### config.mk
export PLATFORM = sky130hd
export DESIGN_NAME = gcd_scheduler
export DESIGN_NICKNAME = d
export VERILOG_FILES = /design/src/rtl/gcd_scheduler.sv
export SDC_FILE = /design/constraint.sdc
export NUM_CORES = 1
export LEC_CHECK = 0
export CORE_UTILIZATION = 50
export DETAILED_ROUTE_END_ITERATION = 16
export HOLD_SLACK_MARGIN = 0.02
export PLACE_DENSITY = 0.79
export SYNTH_ARGS = -nofsm -noshare
export SYNTH_HDL_FRONTEND = slang
export SYNTH_SLANG_ARGS = --single-unit
### constraint.sdc
create_clock -name clk -period 5.65 [get_ports clk]
set_clock_uncertainty 0.05 [all_clocks]
set_input_delay 0.8475 -clock clk [delete_from_list [all_inputs] [get_ports clk]]
set_output_delay 0.8475 -clock clk [all_outputs]
set_load 0.005 [all_outputs]
### src/rtl/gcd_scheduler.sv
// gcd_scheduler: round-robin front end sharing one binary (Stein) GCD engine.
// Ports: clk, rst (sync, active-high); req/a_in/b_in per requester;
//   ack/done one-cycle pulses per requester; ans result (held); busy.
// Optional: GCD_ITER_COUNT_EN adds iter_cnt[7:0] (modifying REDUCE steps).
module gcd_scheduler #(
  parameter int WIDTH = 8,
  parameter int NREQ  = 4
) (
  input  logic                  clk,
  input  logic                  rst,
  input  logic [NREQ-1:0]       req,
  input  logic [NREQ*WIDTH-1:0] a_in,
  input  logic [NREQ*WIDTH-1:0] b_in,
  output logic [NREQ-1:0]       ack,
  output logic [NREQ-1:0]       done,
  output logic [WIDTH-1:0]      ans,
  output logic                  busy
`ifdef GCD_ITER_COUNT_EN
  ,
  output logic [7:0]            iter_cnt
`endif
);

  localparam int PW = (NREQ > 1) ? $clog2(NREQ) : 1;
  localparam int KW = $clog2(WIDTH) + 1;

  typedef enum logic [1:0] {
    IDLE,
    REDUCE,
    RESTORE,
    DONE
  } state_t;

  state_t            state_q, state_d;
  logic [PW-1:0]     rr_ptr_q, rr_ptr_d;
  logic [PW-1:0]     owner_q, owner_d;
  logic [WIDTH-1:0]  u_q, u_d;
  logic [WIDTH-1:0]  v_q, v_d;
  logic [KW-1:0]     k_q, k_d;
  logic [NREQ-1:0]   ack_q, ack_d;
  logic [NREQ-1:0]   done_q, done_d;
  logic [WIDTH-1:0]  ans_q, ans_d;
  logic              busy_q, busy_d;
`ifdef GCD_ITER_COUNT_EN
  logic [7:0]        iter_q, iter_d;
`endif

  logic [WIDTH-1:0]  a_arr [NREQ];
  logic [WIDTH-1:0]  b_arr [NREQ];

  for (genvar g = 0; g < NREQ; g++) begin : g_slice
    assign a_arr[g] = a_in[g*WIDTH +: WIDTH];
    assign b_arr[g] = b_in[g*WIDTH +: WIDTH];
  end

  // Round-robin pick: first requester at or after rr_ptr, wrapping.
  logic          win_found;
  logic [PW-1:0] win_idx;
  logic [PW-1:0] win_nxt;
  int            cand;

  always_comb begin
    win_found = 1'b0;
    win_idx   = '0;
    win_nxt   = '0;
    cand      = 0;
    for (int j = 0; j < NREQ; j++) begin
      cand = (int'(rr_ptr_q) + j) % NREQ;
      if (!win_found && req[PW'(cand)]) begin
        win_found = 1'b1;
        win_idx   = PW'(cand);
        win_nxt   = PW'((cand + 1) % NREQ);
      end
    end
  end

  logic [WIDTH-1:0] cap_a, cap_b;
  logic             u_odd, v_odd, uv_eq;

  assign cap_a = a_arr[win_idx];
  assign cap_b = b_arr[win_idx];
  assign u_odd = u_q[0];
  assign v_odd = v_q[0];
  assign uv_eq = (u_q == v_q);

  always_comb begin
    state_d  = state_q;
    rr_ptr_d = rr_ptr_q;
    owner_d  = owner_q;
    u_d      = u_q;
    v_d      = v_q;
    k_d      = k_q;
    ack_d    = '0;
    done_d   = '0;
    ans_d    = ans_q;
    busy_d   = busy_q;
`ifdef GCD_ITER_COUNT_EN
    iter_d   = iter_q;
`endif
    unique case (state_q)
      IDLE: begin
        if (win_found) begin
          u_d            = cap_a;
          v_d            = cap_b;
          k_d            = '0;
          owner_d        = win_idx;
          rr_ptr_d       = win_nxt;
          ack_d[win_idx] = 1'b1;
          busy_d         = 1'b1;
`ifdef GCD_ITER_COUNT_EN
          iter_d         = '0;
`endif
          // gcd(0,x)=x and gcd(0,0)=0 both reduce to a|b.
          if (cap_a == '0 || cap_b == '0) begin
            ans_d           = cap_a | cap_b;
            done_d[win_idx] = 1'b1;
            state_d         = DONE;
          end else begin
            state_d = REDUCE;
          end
        end
      end
      REDUCE: begin
`ifdef GCD_ITER_COUNT_EN
        if (!uv_eq) iter_d = iter_q + 8'd1;
`endif
        unique case (1'b1)
          uv_eq: state_d = RESTORE;
          (!uv_eq && !u_odd && !v_odd): begin
            u_d = u_q >> 1;
            v_d = v_q >> 1;
            k_d = k_q + KW'(1);
          end
          (!uv_eq && !u_odd && v_odd): u_d = u_q >> 1;
          (!uv_eq && u_odd && !v_odd): v_d = v_q >> 1;
          (!uv_eq && u_odd && v_odd): begin
            if (u_q > v_q) u_d = (u_q - v_q) >> 1;
            else           v_d = (v_q - u_q) >> 1;
          end
          default: state_d = REDUCE;
        endcase
      end
      RESTORE: begin
        ans_d           = u_q << k_q;
        done_d[owner_q] = 1'b1;
        state_d         = DONE;
      end
      DONE: begin
        busy_d  = 1'b0;
        state_d = IDLE;
      end
      default: state_d = IDLE;
    endcase
  end

  always_ff @(posedge clk) begin
    if (rst) begin
      state_q  <= IDLE;
      rr_ptr_q <= '0;
      owner_q  <= '0;
      u_q      <= '0;
      v_q      <= '0;
      k_q      <= '0;
      ack_q    <= '0;
      done_q   <= '0;
      ans_q    <= '0;
      busy_q   <= 1'b0;
`ifdef GCD_ITER_COUNT_EN
      iter_q   <= '0;
`endif
    end else begin
      state_q  <= state_d;
      rr_ptr_q <= rr_ptr_d;
      owner_q  <= owner_d;
      u_q      <= u_d;
      v_q      <= v_d;
      k_q      <= k_d;
      ack_q    <= ack_d;
      done_q   <= done_d;
      ans_q    <= ans_d;
      busy_q   <= busy_d;
`ifdef GCD_ITER_COUNT_EN
      iter_q   <= iter_d;
`endif
    end
  end

  assign ack  = ack_q;
  assign done = done_q;
  assign ans  = ans_q;
  assign busy = busy_q;
`ifdef GCD_ITER_COUNT_EN
  assign iter_cnt = iter_q;
`endif

endmodule

Word level (Yosys, flattened, before mapping)

Index checks and enable logic that the tools add are counted.

Magnitude comparators: 10
Add/sub/neg operators: 9
Shifts and indexed selects: 1
Bitwise gates (word level): 4
Multiplexer cells: 57
Reduce and logical (&&, ||, !) cells: 35
Equal/unequal tests: 12

Operators by type and width:

| cell                                                | count |
|---|---|
| 2-to-1 mux 8 bit                                    | 10 |
| case mux 8 bit (2 select lines)                     | 5 |
| binary-select mux 8 bit (select 2 bit)              | 2 |
| 2-to-1 mux 2 bit                                    | 10 |
| logical NOT 8 bit                                   | 2 |
| < comparator 2 x 4 -> 1 bit (second input constant) | 4 |
| 2-to-1 mux 4 bit                                    | 4 |
| case mux 4 bit (2 select lines)                     | 2 |
| subtractor 8 bit                                    | 2 |
| 2-to-1 mux 1 bit                                    | 15 |
| inequality test 3 bit (second input constant)       | 4 |
| logical AND 1 bit                                   | 11 |
| adder 2 bit (second input constant)                 | 5 |
| binary-select mux 1 bit (select 2 bit)              | 4 |
| == test 8 bit                                       | 1 |
| > comparator 8 bit                                  | 1 |
| inequality test 2 bit (second input constant)       | 4 |
| OR 8 bit                                            | 1 |
| case mux 2 bit (4 select lines)                     | 1 |
| AND reduction 4 bit                                 | 2 |
| << shifter 8 x 4 -> 8 bit                           | 1 |
| logical NOT 1 bit                                   | 6 |
| < comparator 2 x 3 -> 1 bit (second input constant) | 2 |
| AND reduction 2 bit                                 | 3 |
| other kinds (18)                                    | 26 |

Word-level logic and storage cells: 138
Output and inout port bits: 17
Input bits: 70
Bits in registers: 43

Logic depth before layout (Yosys ltp)

Gate-level depths: netlist (run 1).

Word-level depth: 22
Mapped depth: 12
Depth with buffers taken out: 11

Worst setup path after synthesis (run 1)

No wires, ideal clock.

Kind: input-to-reg
Start: input req[2]
End: register done_q[1], in the netlist done[1]
Data required time: 5.542 ns
Library setup time: 0.058 ns
Slack: 2.631 ns
Buffers on the path: 3
Arrival time: 2.911 ns
Stages: 11
Cells stage by stage: buf_6 -> nor2b_1 -> a221o_1 -> buf_6 -> and3_1 -> a211oi_2 -> a2bb2oi_2 -> nand4_1 -> buf_4 -> a2111oi_2 -> o21a_1

Longest elaborated chain between the ends: 22
Elaborated cells between the ends (all ways): 44
Classes of those cells: 2 x order compare; 31 x mux; 1 x bitwise; 10 x reduce/logical

Ends and longest elaborated chain:

| what                                                      | RTL line | RTL |
|---|---|---|
| from (decl)                                               | 11       | `input logic [NREQ-1:0] req,` |
| binary-select mux 1 bit (select 2 bit)                    | 69       | `if (!win_found && req[PW'(cand)]) begin` |
| 2-to-1 mux 1 bit (not written as such) (2 in series)      | 69       |  |
| 2-to-1 mux 1 bit                                          | 69       |  |
| logical NOT 1 bit                                         | 69       |  |
| logical AND 1 bit                                         | 69       |  |
| 2-to-1 mux 1 bit                                          | 69       |  |
| logical NOT 1 bit                                         | 69       |  |
| logical AND 1 bit                                         | 69       |  |
| (+4 left out)                                             | n/a      |  |
| NOT 2 -> 3 bit (not written as such)                      | 80, 81   |  |
| binary-select mux 8 bit (select 2 bit) (on tied branches) | 80, 81   |  |
| 2-to-1 mux 8 bit (on tied branches) (2 in series)         | 80, 81   |  |
| logical NOT 8 bit                                         | 114      | `if (cap_a == '0 \|\| cap_b == '0) begin` |
| logical OR 1 bit                                          | 114      |  |
| 2-to-1 mux 4 bit                                          | 114      |  |
| 2-to-1 mux 4 bit (*)                                      | 102      | `if (win_found) begin` |
| case mux 4 bit (2 select lines) (*)                       | 100      | `unique case (state_q)` |
| to (signal assigned)                                      | 179      | `done_q <= done_d;` |
| to (decl)                                                 | 41       | `logic [NREQ-1:0] done_q, done_d;` |

Every way passes the cells marked *; elsewhere a longest branch is shown, timed or not. The select of a mux whose other input is x is not followed.
A chain may end at the register's enable or synchronous reset.

Final worst setup path (run 1)

Start: input req[2]
End: register done_q[0], in the netlist done[0]

Same word-level chain as after synthesis.

==> metrics.txt, run 1 <==
fin crit share 0.755; height of the die 92.6 microns; Final #Nets 712; critical path data arrival time 4.46 ns; fin area 0.00504 sq mm; dpl hpwl 10.6 mm; synthesized instance count 573; Ant. Diodes 0; area of the multi-input gates 0.00293 sq mm; crit path max fanout 33; crit-path cells clkdlybuf4s50_1 > nor2b_1 > a221o_1 > buf_4 > nand2_1 > a211oi_1 > o22ai_1 > nand4b_1 > a2111oi_0 > o21a_1; R2R Setup Slk 2.15 ns; Period minus WS final 4.27 ns; Max VDD drop 278 uV; total track usage 0.333; Residual DRC 0; crit-path max cell delay 0.63 ns; Max Clk Rate 0.234 GHz; HP Class flop to flop; Crit Path Category input port to flop; I/O pin cnt 87; power per cell area 430 mW/mm^2; global-route wire length before repair 22.7 mm; antenna violations before repair 0; first drt pass iteration count 5; area of placed instances 0.00491 sq mm; Std-Cell Rows 32; number of global-route vias before repair 4,544; #FFs+latches synth 43; vias per cell 6.68; RSZ-0062 raised after global routing false; delay-heaviest family, CP compound AO/OA/AOI/OAI gates; fin. max-slew vios 0; clock slew at reported path FFs 0.09 ns; Clock Root Buffer clkbuf_8; status completed; Core ar. 0.00785 sq mm; ys async rst share 0; Num CTS Buffers 5; 1st-iter DRT viols 523; Yosys cell types 68; Max H-tree Level 2; cts hold-fix bufs 0; Mean Syn Cell Area 7.16 sq um; initial core utilization 0.523; port bufs 86; Reg area 861 sq um; Worst Max-Slew Pin Slew 1.14 ns; number of fill cells 712; post-route ant nets 0; Crit. End Element flop; Routability Congestion 0.924; endpoints failing hold 0; grt ovf 0; Synth-to-Final Area Change 22.9%; Mapped Nets 661; PostCTS Resize Cnt 0; register area share after synthesis 0.210; Routed WL 14.0 mm; full die area 0.00857 sq mm; leakage power 0.00188 uW; Worst-Skew Late Latency 0.30 ns; required time worst endpoint 5.85 ns; die width 92.6 microns; clk sink count 43; Main synth FF type dfxtp_1; average wire per standard cell 19.3 microns; post-synthesis cell area 0.00410 sq mm; max-cap viol count 0; Total Negative Setup Slacks 0 ns; number of synthesis warnings 0; final setup fails 0; Worst Path Buf+Inv 2; slowest cell on the critical path clkdlybuf4s50_1; postcts setup bufs 0; via count 4,854; EDFF count, synth 0; worst-case clock buffer depth 2; CTS tree done; largest net degree at the start of global routing 40; critical path launch point type input port; share of cells above drive strength 1 0.0528; Rel. slew slack 0.233
cell families after synthesis:
kind of cell,share of synthesized area
AO/OA/AOI/OAI,0.313
XOR/XNOR,0.0149
adder cells (fa/ha/maj),0.0586
buffers and inverters,0.0787
flip-flops,0.210
multiplexers,0.0363
AND/OR/NAND/NOR,0.289
cells in the final DEF, fill, tap and decap left out, types with 4 or more instances in the layout:
| master | count |
|---|---|
| o21a_1 | 14 |
| nor2b_1 | 12 |
| a211oi_1 | 10 |
| a211o_1 | 5 |
| nand3_1 | 70 |
| o21ai_0 | 49 |
| a311oi_1 | 7 |
| a221oi_1 | 5 |
| xor2_1 | 4 |
| nor3_1 | 19 |
| nand2_1 | 40 |
| mux2i_1 | 7 |
| nor4_1 | 7 |
| o211ai_1 | 7 |
| a22oi_1 | 6 |
| inv_1 | 23 |
| nand4_1 | 10 |
| nor2_1 | 36 |
| a31oi_1 | 5 |
| ha_1 | 16 |
| dfxtp_1 | 43 |
| clkbuf_8 | 5 |
| or2_2 | 5 |
| clkdlybuf4s50_1 | 86 |
| and3_1 | 16 |
| buf_4 | 6 |
| or3_1 | 4 |
| a21oi_1 | 42 |
final timing paths:
check	from	to	cells after the start
setup / recovery	req[2]	done[0]$_SDFF_PP0_	10
hold / removal	v_q[7]$_SDFFE_PP0P_	v_q[7]$_SDFFE_PP0P_	2
setup reg to reg	u_q[5]$_SDFFE_PP0P_	u_q[6]$_SDFFE_PP0P_	9
hold reg to reg	v_q[7]$_SDFFE_PP0P_	v_q[7]$_SDFFE_PP0P_	2
metal layers:
layer,track usage,vias to the layer above,wire [microns]
li1,-,2249,-
met1,0.419,2280,5530
met2,0.569,283,6840
met3,0.0599,42,1250
met4,0.116,0,380
met5,0,-,0
final cells by class:
cell class | count | share of cell area
sequential | 43 | 0.171
tap | 102 | 0.0253
clock buffer | 6 | 0.0144
clock inverter | 2 | 0.0119
multi-input combinational | 459 | 0.581
timing repair buffer | 92 | 0.180
inverter | 23 | 0.0171
tightest hold or removal path, delay by kind of cell, from the launching register on:
kind	cells	cell delay [ns]
flops	1	0.33
compound gates	2	0.13
stage by stage:
step                power, uW  hold WS (ns)  setup WS, ns   util  instances
finish                   2170         0.460          1.38  0.642        727
global route             2330         0.488          1.19  0.642        727
CTS                      2120         0.450          1.48  0.642        727
detailed placement       1830         0.436          1.19  0.625        719
global placement         1780         0.433          1.41  0.625        719
floorplan                1480         0.416          2.63      -        573
Yosys cell counts, types with 12 or more instances:
| master | count | area share |
|---|---|---|
| and3_1 | 16 | 0.024 |
| dfxtp_1 | 43 | 0.21 |
| inv_1 | 23 | 0.021 |
| nor2b_1 | 12 | 0.018 |
| clkbuf_1 | 32 | 0.029 |
| nand2_1 | 40 | 0.037 |
| nor3_1 | 20 | 0.024 |
| ha_1 | 16 | 0.049 |
| a21oi_1 | 42 | 0.051 |
| nand3_1 | 70 | 0.085 |
| nor2_1 | 36 | 0.033 |
| o21a_1 | 14 | 0.026 |
| o21ai_0 | 49 | 0.060 |
report_power, final:
| group | internal, uW | switching, uW | total (uW) | leakage (uW) |
|---|---|---|---|---|
| clock network | 177 | 114 | 291 | 0.0000654 |
| registers | 376 | 125 | 500 | 0.000352 |
| logic | 565 | 812 | 1380 | 0.00146 |
registers in the layout (all words and copies together) (netlist names):
signal / cells
owner_q: 2
busy: 1
ack: 4
done: 4
u_q: 8
v_q: 8
ans: 8
k_q: 4
state_q: 2
rr_ptr_q: 2
Power figures use the tool's default switching activity.
==> run 2, diff against run 1 <==
--- a/config.mk
+++ b/config.mk
@@ -5,10 +5,10 @@
 export SDC_FILE = /design/constraint.sdc
 export NUM_CORES = 1
 export LEC_CHECK = 0
-export CORE_UTILIZATION = 50
+export CORE_UTILIZATION = 47
 export DETAILED_ROUTE_END_ITERATION = 16
 export HOLD_SLACK_MARGIN = 0.02
-export PLACE_DENSITY = 0.79
+export PLACE_DENSITY = 0.78
 export SYNTH_ARGS = -nofsm -noshare
 export SYNTH_HDL_FRONTEND = slang
 export SYNTH_SLANG_ARGS = --single-unit
==> constraint.sdc (replaced) <==
create_clock -name clk -period 3.5 [get_ports clk]
set_clock_uncertainty 0.05 [all_clocks]
set_input_delay 0.525 -clock clk [delete_from_list [all_inputs] [get_ports clk]]
set_output_delay 0.525 -clock clk [all_outputs]
set_load 0.005 [all_outputs]
==> run 2 against run 1 <==
  * Sequential power grew 55%
  * Cell area grew 2.1%
  * Critical path type unchanged
  * Highest routed layer unchanged
  * Via count shrank 1.1%
  * First-iteration DRC count shrank 8.4%
  * Worst setup slack lost 1.0 ns
  * Register-to-register slack lost 1.6 ns
==> metrics.txt, run 2 (same netlist as run 1, synthesis figures left out) <==
postcts setup bufs 0; die width 95.4 microns; fin crit share 0.896; critical path launch point type input port; Clock Root Buffer clkbuf_8; Max Clk Rate 0.319 GHz; antenna violations before repair 0; worst r2r src rr_ptr_q[0]$_SDFFE_PP0P_; 1st-iter DRT viols 479; CTS tree done; Max H-tree Level 2; worst-case clock buffer depth 2; R2R Setup Slk 0.54 ns; port bufs 86; Worst Max-Slew Pin Slew 1.00 ns; timing startpoint of the critical path req[2]; average wire per standard cell 18.4 microns; grt ovf 0; Placement Setup Slack 0.0965 ns; endpoints failing hold 0; final setup fails 0; leakage power 0.00195 uW; Routability Congestion 0.956; Crit Path Category input port to flop; Routed WL 13.8 mm; leading cell type in the layout, fill and taps excluded clkdlybuf4s50_1; crit path max fanout 14; share of cells above drive strength 1 0.0822; cts hold-fix bufs 0; vias per cell 6.40; required time worst endpoint 3.69 ns; PostCTS Resize Cnt 0; dpl hpwl 10.8 mm; Max VDD drop 362 uV; clock slew at reported path FFs 0.09 ns; critical path data arrival time 3.33 ns; Final #Nets 732; via count 4,800; Core ar. 0.00834 sq mm; switch share 0.497; most frequent cells in the layout 86 x clkdlybuf4s50_1, 70 x nand3_1, 49 x o21ai_0, 43 x dfxtp_1, 42 x a21oi_1; R2R cell count 10; Num CTS Buffers 5; sequential share of power 0.225; internal power 1730 uW; final worst slack 0.365 ns; combinational power share 0.679; total track usage 0.312; post-route ant nets 0; first drt pass iteration count 7; Psw 1700 uW; RSZ-0062 raised after global routing false; Period minus WS final 3.14 ns; power per cell area 666 mW/mm^2; Synth-to-Final Area Change 25.5%; global-route wire length before repair 22.0 mm; full die area 0.00911 sq mm; I/O pin cnt 87; Total Negative Setup Slacks 0 ns; HP Class flop to flop; initial core utilization 0.492; status completed; Crit. End Element flop; Worst-Skew Late Latency 0.30 ns; largest net degree at the start of global routing 39; max-cap viol count 0; Std-Cell Rows 33; height of the die 95.4 microns; fin. max-slew vios 0; reg2reg end done[0]$_SDFF_PP0_; Residual DRC 0; Ant. Diodes 0; clk sink count 43; Clock Power Share 0.095; number of global-route vias before repair 4,402; Rel. slew slack 0.330; worst setup path endpoint done[2]$_SDFF_PP0_
-- run 2: cell count changes in the layout (fill, tap and decap cells not counted), sizes merged --
cell / change
clkinv: +1
buf: +20
bufinv: -2
clkinvlp: +1
-- run 2: area by class of cell --
type                            count  area (sq um)
Clock buffer                        6          72.6
Clock inverter                      2          12.5
Fill cell                         797          3190
Inverter                           23          86.3
Multi-Input combinational cell    459          2930
Sequential cell                    43           861
Tap cell                          105           131
Timing Repair Buffer              112          1060
-- run 2: metrics by stage --
| stage | hold slack (ns) | power (uW) | util | area (sq um) | std cells |
|---|---|---|---|---|---|
| 2_1_floorplan | 0.416 | 2380 | - | 4100 | 573 |
| 3_3_place_gp | 0.434 | 2980 | 0.607 | 5060 | 742 |
| 3_5_place_dp | 0.439 | 3040 | 0.607 | 5060 | 742 |
| 4_1_cts | 0.455 | 3370 | 0.617 | 5150 | 750 |
| 5_1_grt | 0.486 | 3690 | 0.617 | 5150 | 750 |
| 6_report | 0.460 | 3430 | 0.617 | 5150 | 750 |
-- run 2: power by group through the flow --
stage | Sequential (uW) | Clock, uW | Combinational (uW)
2_1_floorplan | 721 | 0 | 1660
3_3_place_gp | 770 | 0 | 2210
3_5_place_dp | 778 | 0 | 2260
4_1_cts | 767 | 330 | 2280
5_1_grt | 790 | 348 | 2550
6_report | 773 | 327 | 2330
-- run 2: how the worst min path moves through the flow --
stage	from	end	cells after the start
2_1_floorplan	owner_q[0]$_SDFFE_PP0P_	owner_q[0]$_SDFFE_PP0P_	2
3_3_place_gp	owner_q[1]$_SDFFE_PP0P_	owner_q[1]$_SDFFE_PP0P_	2
3_5_place_dp	v_q[7]$_SDFFE_PP0P_	v_q[7]$_SDFFE_PP0P_	2
4_1_cts	v_q[7]$_SDFFE_PP0P_	v_q[7]$_SDFFE_PP0P_	2
5_1_grt	owner_q[1]$_SDFFE_PP0P_	owner_q[1]$_SDFFE_PP0P_	2
6_report	busy$_SDFFE_PP0P_	busy$_SDFFE_PP0P_	2
-- run 2: worst max-delay path, stage by stage --
cell and delay [ns]:
clkdlybuf4s50_1 0.56, nor2b_1 0.19, a221o_1 0.17, nand2_1 0.32, a211o_1 0.42, a22oi_1 0.25, nand4b_1 0.20, buf_4 0.22
a2111oi_2 0.29, o21a_1 0.16
-- run 2: metal layers --
metal | global-route usage | vias up | share of wire
met5 | 0 | - | 0
met3 | 0.0582 | 43 | 0.085
li1 | - | 2283 | -
met2 | 0.527 | 249 | 0.47
met1 | 0.403 | 2225 | 0.41
met4 | 0.0896 | 0 | 0.029
